`src/rtl/julia_pkg.sv`:
```
// Shared types and helpers for the Julia frame engine.
// Optional feature macro used by the engine: JULIA_MANDEL_EN (adds mandel_mode input).
package julia_pkg;

  // Default fixed-point format; the engine and core are parameterised and
  // derive their own widths, these document the standard build.
  localparam int DEF_DATA_W    = 22;
  localparam int DEF_FRAC_BITS = 10;

  typedef enum logic [2:0] {
    IDLE  = 3'd0,
    LOAD  = 3'd1,
    ITER  = 3'd2,
    WRITE = 3'd3,
    DONE  = 3'd4
  } state_t;

  typedef logic signed [DEF_DATA_W-1:0] fixed_t;

  // |z|^2 escape threshold (4.0) in the squared-product scale of the default format.
  localparam logic [2*DEF_DATA_W:0] ESCAPE_R2 =
    {{(2*DEF_DATA_W-2-2*DEF_FRAC_BITS){1'b0}}, 3'b100, {(2*DEF_FRAC_BITS){1'b0}}};

  // Byte address of a pixel: one 32-bit word per pixel.
  function automatic logic [31:0] pixel_to_addr(input logic [31:0] base, input logic [31:0] idx);
    return base + {idx[29:0], 2'b00};
  endfunction

endpackage

```
`src/rtl/julia_iter_core.sv`:
```
// One Julia/Mandelbrot step: z^2 + c and the escape test on the current z.
// Purely combinational; every product is shifted back by FRAC_BITS and
// truncated to DATA_W before it is combined, so results wrap mod 2^DATA_W.
module julia_iter_core #(
  parameter int DATA_W    = 22,
  parameter int FRAC_BITS = 10
) (
  input  logic signed [DATA_W-1:0] zr,
  input  logic signed [DATA_W-1:0] zi,
  input  logic signed [DATA_W-1:0] cr,
  input  logic signed [DATA_W-1:0] ci,
  output logic signed [DATA_W-1:0] nzr,
  output logic signed [DATA_W-1:0] nzi,
  output logic                     escape
);

  // 4.0 expressed in the scale of a full-precision square (2*FRAC_BITS fraction bits).
  localparam logic signed [2*DATA_W:0] ESC_R2 =
    {{(2*DATA_W-2-2*FRAC_BITS){1'b0}}, 3'b100, {(2*FRAC_BITS){1'b0}}};

  logic signed [2*DATA_W-1:0] zr_x_s;
  logic signed [2*DATA_W-1:0] zi_x_s;
  logic signed [2*DATA_W-1:0] zr2_s;
  logic signed [2*DATA_W-1:0] zi2_s;
  logic signed [2*DATA_W-1:0] zrzi_s;
  logic signed [2*DATA_W:0]   mag2_s;
  logic signed [2*DATA_W-1:0] zr2_sh_s;
  logic signed [2*DATA_W-1:0] zi2_sh_s;
  logic signed [2*DATA_W-1:0] zrzi_sh_s;
  logic signed [DATA_W-1:0]   zr2_t_s;
  logic signed [DATA_W-1:0]   zi2_t_s;
  logic signed [DATA_W-1:0]   zrzi_t_s;

  // Full-precision squares for the escape test, rescaled products for the update.
  always_comb begin
    zr_x_s    = {{DATA_W{zr[DATA_W-1]}}, zr};
    zi_x_s    = {{DATA_W{zi[DATA_W-1]}}, zi};
    zr2_s     = zr_x_s * zr_x_s;
    zi2_s     = zi_x_s * zi_x_s;
    zrzi_s    = zr_x_s * zi_x_s;
    mag2_s    = {zr2_s[2*DATA_W-1], zr2_s} + {zi2_s[2*DATA_W-1], zi2_s};
    escape    = (mag2_s > ESC_R2);
    zr2_sh_s  = zr2_s >>> FRAC_BITS;
    zi2_sh_s  = zi2_s >>> FRAC_BITS;
    zrzi_sh_s = zrzi_s >>> FRAC_BITS;
    zr2_t_s   = zr2_sh_s[DATA_W-1:0];
    zi2_t_s   = zi2_sh_s[DATA_W-1:0];
    zrzi_t_s  = zrzi_sh_s[DATA_W-1:0];
    nzr       = zr2_t_s - zi2_t_s + cr;
    nzi       = {zrzi_t_s[DATA_W-2:0], 1'b0} + ci;
  end

endmodule

```
`src/rtl/julia_frame_engine.sv`:
```
// Julia-set frame generator: scans IMG_W x IMG_H pixels in row-major order,
// iterates z = z^2 + c per pixel and writes the escape count to frame memory
// through a wr_ready/wr_done handshake.
// Optional macro JULIA_MANDEL_EN adds a mandel_mode input (c = pixel, z0 = 0).
module julia_frame_engine
  import julia_pkg::*;
#(
  parameter int          DATA_W    = 22,
  parameter int          FRAC_BITS = 10,
  parameter int          IMG_W     = 640,
  parameter int          IMG_H     = 480,
  parameter int          ITER_W    = 8,
  parameter logic [31:0] BASE_ADDR = 32'h0
) (
  input  logic              clk,
  input  logic              rst,
  input  logic              start_sig,
  input  logic [DATA_W-1:0] a,
  input  logic [DATA_W-1:0] b,
  input  logic [DATA_W-1:0] x_min,
  input  logic [DATA_W-1:0] y_min,
  input  logic [DATA_W-1:0] step,
  input  logic [ITER_W-1:0] max_iter,
`ifdef JULIA_MANDEL_EN
  input  logic              mandel_mode,
`endif
  input  logic              wr_done,
  output logic              wr_ready,
  output logic [31:0]       wr_addr,
  output logic [31:0]       wr_data,
  output logic              busy,
  output logic              frame_done
);

  localparam int          COL_W    = (IMG_W > 1) ? $clog2(IMG_W) : 1;
  localparam int          ROW_W    = (IMG_H > 1) ? $clog2(IMG_H) : 1;
  localparam logic [31:0] LAST_IDX = 32'(IMG_W * IMG_H - 1);
  localparam logic [COL_W-1:0] LAST_COL = COL_W'(IMG_W - 1);

  state_t              state_r;
  logic [COL_W-1:0]    col_r;
  logic [ROW_W-1:0]    row_r;
  logic [31:0]         idx_r;
  logic [DATA_W-1:0]   a_r;
  logic [DATA_W-1:0]   b_r;
  logic [DATA_W-1:0]   xmin_r;
  logic [DATA_W-1:0]   ymin_r;
  logic [DATA_W-1:0]   step_r;
  logic [ITER_W-1:0]   max_r;
  logic [ITER_W-1:0]   iter_r;
  logic [DATA_W-1:0]   zr_r;
  logic [DATA_W-1:0]   zi_r;
  logic [DATA_W-1:0]   cr_r;
  logic [DATA_W-1:0]   ci_r;
  logic                wr_ready_r;
  logic [31:0]         wr_addr_r;
  logic [31:0]         wr_data_r;
  logic                busy_r;
  logic                frame_done_r;
`ifdef JULIA_MANDEL_EN
  logic                mandel_r;
`endif

  logic [DATA_W-1:0]   col_fx_s;
  logic [DATA_W-1:0]   row_fx_s;
  logic [DATA_W-1:0]   px_re_s;
  logic [DATA_W-1:0]   px_im_s;
  logic [DATA_W-1:0]   nzr_s;
  logic [DATA_W-1:0]   nzi_s;
  logic                esc_s;

  // Complex coordinate of the current pixel; products wrap mod 2^DATA_W.
  always_comb begin
    col_fx_s = DATA_W'(col_r);
    row_fx_s = DATA_W'(row_r);
    px_re_s  = xmin_r + col_fx_s * step_r;
    px_im_s  = ymin_r + row_fx_s * step_r;
  end

  julia_iter_core #(
    .DATA_W    (DATA_W),
    .FRAC_BITS (FRAC_BITS)
  ) u_core (
    .zr     (zr_r),
    .zi     (zi_r),
    .cr     (cr_r),
    .ci     (ci_r),
    .nzr    (nzr_s),
    .nzi    (nzi_s),
    .escape (esc_s)
  );

  // Frame FSM: parameter capture, pixel scan, iteration and write handshake.
  always_ff @(posedge clk) begin
    if (rst) begin
      state_r      <= IDLE;
      col_r        <= '0;
      row_r        <= '0;
      idx_r        <= 32'd0;
      a_r          <= '0;
      b_r          <= '0;
      xmin_r       <= '0;
      ymin_r       <= '0;
      step_r       <= '0;
      max_r        <= '0;
      iter_r       <= '0;
      zr_r         <= '0;
      zi_r         <= '0;
      cr_r         <= '0;
      ci_r         <= '0;
      wr_ready_r   <= 1'b0;
      wr_addr_r    <= 32'd0;
      wr_data_r    <= 32'd0;
      busy_r       <= 1'b0;
      frame_done_r <= 1'b0;
`ifdef JULIA_MANDEL_EN
      mandel_r     <= 1'b0;
`endif
    end else begin
      case (state_r)
        IDLE: begin
          if (start_sig) begin
            a_r      <= a;
            b_r      <= b;
            xmin_r   <= x_min;
            ymin_r   <= y_min;
            step_r   <= step;
            max_r    <= max_iter;
`ifdef JULIA_MANDEL_EN
            mandel_r <= mandel_mode;
`endif
            col_r    <= '0;
            row_r    <= '0;
            idx_r    <= 32'd0;
            busy_r   <= 1'b1;
            state_r  <= LOAD;
          end else begin
            state_r  <= IDLE;
          end
        end
        LOAD: begin
`ifdef JULIA_MANDEL_EN
          if (mandel_r) begin
            zr_r <= '0;
            zi_r <= '0;
            cr_r <= px_re_s;
            ci_r <= px_im_s;
          end else
`endif
          begin
            zr_r <= px_re_s;
            zi_r <= px_im_s;
            cr_r <= a_r;
            ci_r <= b_r;
          end
          iter_r  <= '0;
          state_r <= ITER;
        end
        ITER: begin
          // The count written is the number of updates already applied.
          if (esc_s || (iter_r == max_r)) begin
            wr_ready_r <= 1'b1;
            wr_addr_r  <= pixel_to_addr(BASE_ADDR, idx_r);
            wr_data_r  <= 32'(iter_r);
            state_r    <= WRITE;
          end else begin
            zr_r   <= nzr_s;
            zi_r   <= nzi_s;
            iter_r <= iter_r + ITER_W'(1);
          end
        end
        WRITE: begin
          if (wr_done) begin
            wr_ready_r <= 1'b0;
            if (idx_r == LAST_IDX) begin
              frame_done_r <= 1'b1;
              state_r      <= DONE;
            end else begin
              idx_r <= idx_r + 32'd1;
              if (col_r == LAST_COL) begin
                col_r <= '0;
                row_r <= row_r + ROW_W'(1);
              end else begin
                col_r <= col_r + COL_W'(1);
              end
              state_r <= LOAD;
            end
          end else begin
            state_r <= WRITE;
          end
        end
        DONE: begin
          frame_done_r <= 1'b0;
          busy_r       <= 1'b0;
          state_r      <= IDLE;
        end
        default: begin
          wr_ready_r   <= 1'b0;
          busy_r       <= 1'b0;
          frame_done_r <= 1'b0;
          state_r      <= IDLE;
        end
      endcase
    end
  end

  assign wr_ready   = wr_ready_r;
  assign wr_addr    = wr_addr_r;
  assign wr_data    = wr_data_r;
  assign busy       = busy_r;
  assign frame_done = frame_done_r;

endmodule

```
`config.mk`:
```
export PLATFORM = sky130hd
export DESIGN_NAME = julia_frame_engine
export DESIGN_NICKNAME = d
export VERILOG_FILES = /design/src/rtl/julia_pkg.sv /design/src/rtl/julia_iter_core.sv /design/src/rtl/julia_frame_engine.sv
export SDC_FILE = /design/constraint.sdc
export NUM_CORES = 2
export LEC_CHECK = 0
export ABC_AREA = 0
export ABC_CLOCK_PERIOD_IN_PS = 31000
export CAP_MARGIN = 20
export CORE_ASPECT_RATIO = 0.6
export CORE_MARGIN = 2
export CORE_UTILIZATION = 55
export DETAILED_ROUTE_END_ITERATION = 8
export HOLD_SLACK_MARGIN = 0.15
export PLACE_DENSITY = 0.72
export SLEW_MARGIN = 25
export SYNTH_ARGS = -nofsm -noshare
export SYNTH_HDL_FRONTEND = slang
export SYNTH_HIERARCHICAL = 1
export SYNTH_SLANG_ARGS = --single-unit
```
`constraint.sdc`:
```
create_clock -name clk -period 31 [get_ports clk]
set_clock_uncertainty 0.2 [all_clocks]
set_input_delay 6.2 -clock clk [delete_from_list [all_inputs] [get_ports clk]]
set_output_delay 6.2 -clock clk [all_outputs]
set_load 0.01 [all_outputs]
```
==> flow_summary.toml <==
[clock_network]
post_cts_buffers = 0
cts_root_buf = "clkbuf_16"
clock_path_buffers = 3
clkSinkCount = 309
numCtsBuffers = 28
path_clk_slew_ns = 0.08
cts_resized = 0
clk_latency_ns = 0.62
cts_tree = "yes"
cts_hold_repair.buffers = 0
htreeDepth = 1

[worst_hold_path]
worstHoldStart = "a_r[12]"
hp-class = "reg -> reg"

[logic_synthesis]
netlist_instances = 8304
synth_cell_types = 101
syn_avg_cell_area_um2 = 8.73
synth-main-ff-cell = "dfxtp_1"
syn_area_um2 = 72500
synth_edf_count = 0
synthArstFlopShare = 0
seq_area_frac_synth = 0.0853
ys_warn_count = 6
ys_ff_latch = 309

[pwr]
power_density_nw_per_um2 = 60.0
ir_drop_mv = 0.119
p_leak_nw = 38.0
total_power_mw = 4.59

[layout]
syn_to_final_growth_pct = 5.41
final_common_cell = "inv_1"
post-route-util = 0.583
finalInstanceArea_um2 = 76400
final_cell_mix = "inv_1 (1950), fa_1 (1552), nand2_1 (1225)"
drive_above_1_share = 0.0264
layout.nets = 10400

[place]
dpl-instance-area_um2 = 75400
io_buffer_count = 162
dp_hpwl_um = 160000
place_congestion = 0.985

[worst_setup_path]
worstPathRequired_ns = 31.26
startpoint = "zi_r[13]"
cp_slowest_cell = "dfxtp_1"
cp_common_cell = "fa_1"
critPathLaunchType = "flip-flop"
critical-path-max-stage-delay_ns = 0.92
critPathKind = "reg -> reg"
crit_path_end_kind = "flip-flop"
reg2reg_from = "zi_r[13]"
cp_max_fo = 60
worstPathArrival_ns = 13.53

[timing]
period_minus_slack_ns = 13.28
finalSetupTns_ns = 0
slew_violations = 0
setup_viol = 0
tightestPinTransition_ns = 1.18
max_freq_mhz = 75.3
min_period_over_period = 0.428
hold_violations = 0
whs_ns = 0.239
slew_headroom = 0.215
rsz0062_at_grt = "no"

[route]
drtPass1Iterations = 5
vias = 55000
postRouteAntennaNets = 0
viasPerCell = 5.52
wl_per_cell_um = 20.1
routed_wl_um = 201000
drt-initial-drc-count = 4610
drc = 0

[job]
maxCapViolCount = 0

[grt]
grt_usage = 0.307
antenna_found_initial = 2
grt_max_degree = 116
grt_pass1_wl_um = 325000
first_global_vias = 57900
overflow = 0

[floorplanning]
start_util = 0.553
core_um2 = 131000
die-area_um2 = 135000
die_x_um = 473
rows = 103
die_y_um = 285
ios = 189

[status]
outcome = "finished, final reports clean"
[synthesized netlist by cell type, drive strengths merged, types with 10 or more instances]
master   instances  area (µm²)
o31ai           12        90.1
o21ai          109         564
fa            1553       31100
a311oi          17         149
a21oi          349        1770
o211ai          31         243
clkbuf         344        1290
nand2b          60         375
or4             12        90.1
buf             57         350
o2111ai         13         126
nor2           302        1140
and3            35         219
nand2         1226        4600
dfxtp          309        6190
nor4            13        81.3
a211o           10        88.8
and4            10        95.1
or2             11        68.8
xnor2          207        1810
ha             540        6760
or3             25         156
o21bai          25         188
mux2i           50         500
nand3           73         365
a21o            67         503
nor2b           51         319
and2           436        2730
nor3            80         415
o21a            32         240
inv           1950        7320
a31oi           31         221
xor2           101         885
nand4           19         119
a211oi          42         335
[cell families (layout without fill, tap and decap cells)]
| group | after synthesis | after routing | synth area share |
|---|---|---|---|
| AO/OA/AOI/OAI | 815 | 815 | 0.0728 |
| other | 2 | 31 | 0.000104 |
| flip-flops | 309 | 309 | 0.0853 |
| multiplexers | 51 | 51 | 0.00706 |
| buffers and inverters | 2351 | 2249 | 0.124 |
| XOR/XNOR | 311 | 311 | 0.0381 |
| AND/OR/NAND/NOR | 2372 | 2372 | 0.151 |
| adder cells (fa/ha/maj) | 2093 | 2093 | 0.522 |
[flip-flops by register name, indices dropped and copies added (netlist names), 3 cells and up]
register  count
state_r       3
col_r        10
cr_r         22
xmin_r       22
zi_r         22
zr_r         22
step_r       22
ymin_r       22
max_r         8
row_r         9
idx_r        32
wr_data       8
ci_r         22
b_r          22
iter_r        8
wr_addr      30
a_r          22
[final cells by class]
type / count / area, µm²
Fill cell: 11500 / 54800
Timing Repair Buffer: 248 / 2280
Antenna cell: 3 / 7.51
Tap cell: 1732 / 2170
Inverter: 1950 / 7320
Clock buffer: 33 / 759
Clock inverter: 18 / 206
Sequential cell: 309 / 6200
Multi-Input combinational cell: 5670 / 57500
[final timing paths]
| path | slack (ns) | endpoint | cells past startpoint |
|---|---|---|---|
| hold reg to reg | 0.24 | cr_r[12] | 2 |
| setup / recovery | 17.72 | zr_r[7] | 43 |
| hold / removal | 0.24 | cr_r[12] | 2 |
| setup reg to reg | 17.72 | zr_r[7] | 43 |
[metal layers]
layer | share of wire | global-route usage
met1 | 0.45 | 0.468
met4 | 0.020 | 0.0575
met5 | 0 | 0
met3 | 0.11 | 0.0746
met2 | 0.42 | 0.445
[report_power, final]
group | internal (mW) | leakage (nW) | switching [mW]
registers | 0.426 | 2.52 | 0.0589
clock network | 0.203 | 0.470 | 0.183
logic | 1.41 | 35.1 | 2.30
[stage by stage]
stage,std cells,setup WS [ns]
final,9963,17.72
after global routing,9960,17.09
after CTS,9960,17.94
after detailed placement,9909,18.01
after global placement,9908,18.17
after floorplan,8330,20.50
[worst max-delay path: cells and delay by family, from the launching register on]
| family | cells | cell delay [ns] |
|---|---|---|
| and+or+nand+nor | 13 | 2.68 |
| buffers and inverters | 6 | 1.35 |
| adders and majority gates | 9 | 4.20 |
| AOI/OAI and AO/OA | 14 | 3.59 |
| DFF | 1 | 0.92 |
| xor gates and xnor gates | 1 | 0.10 |
No activity file was read; power rests on OpenSTA's default activity.
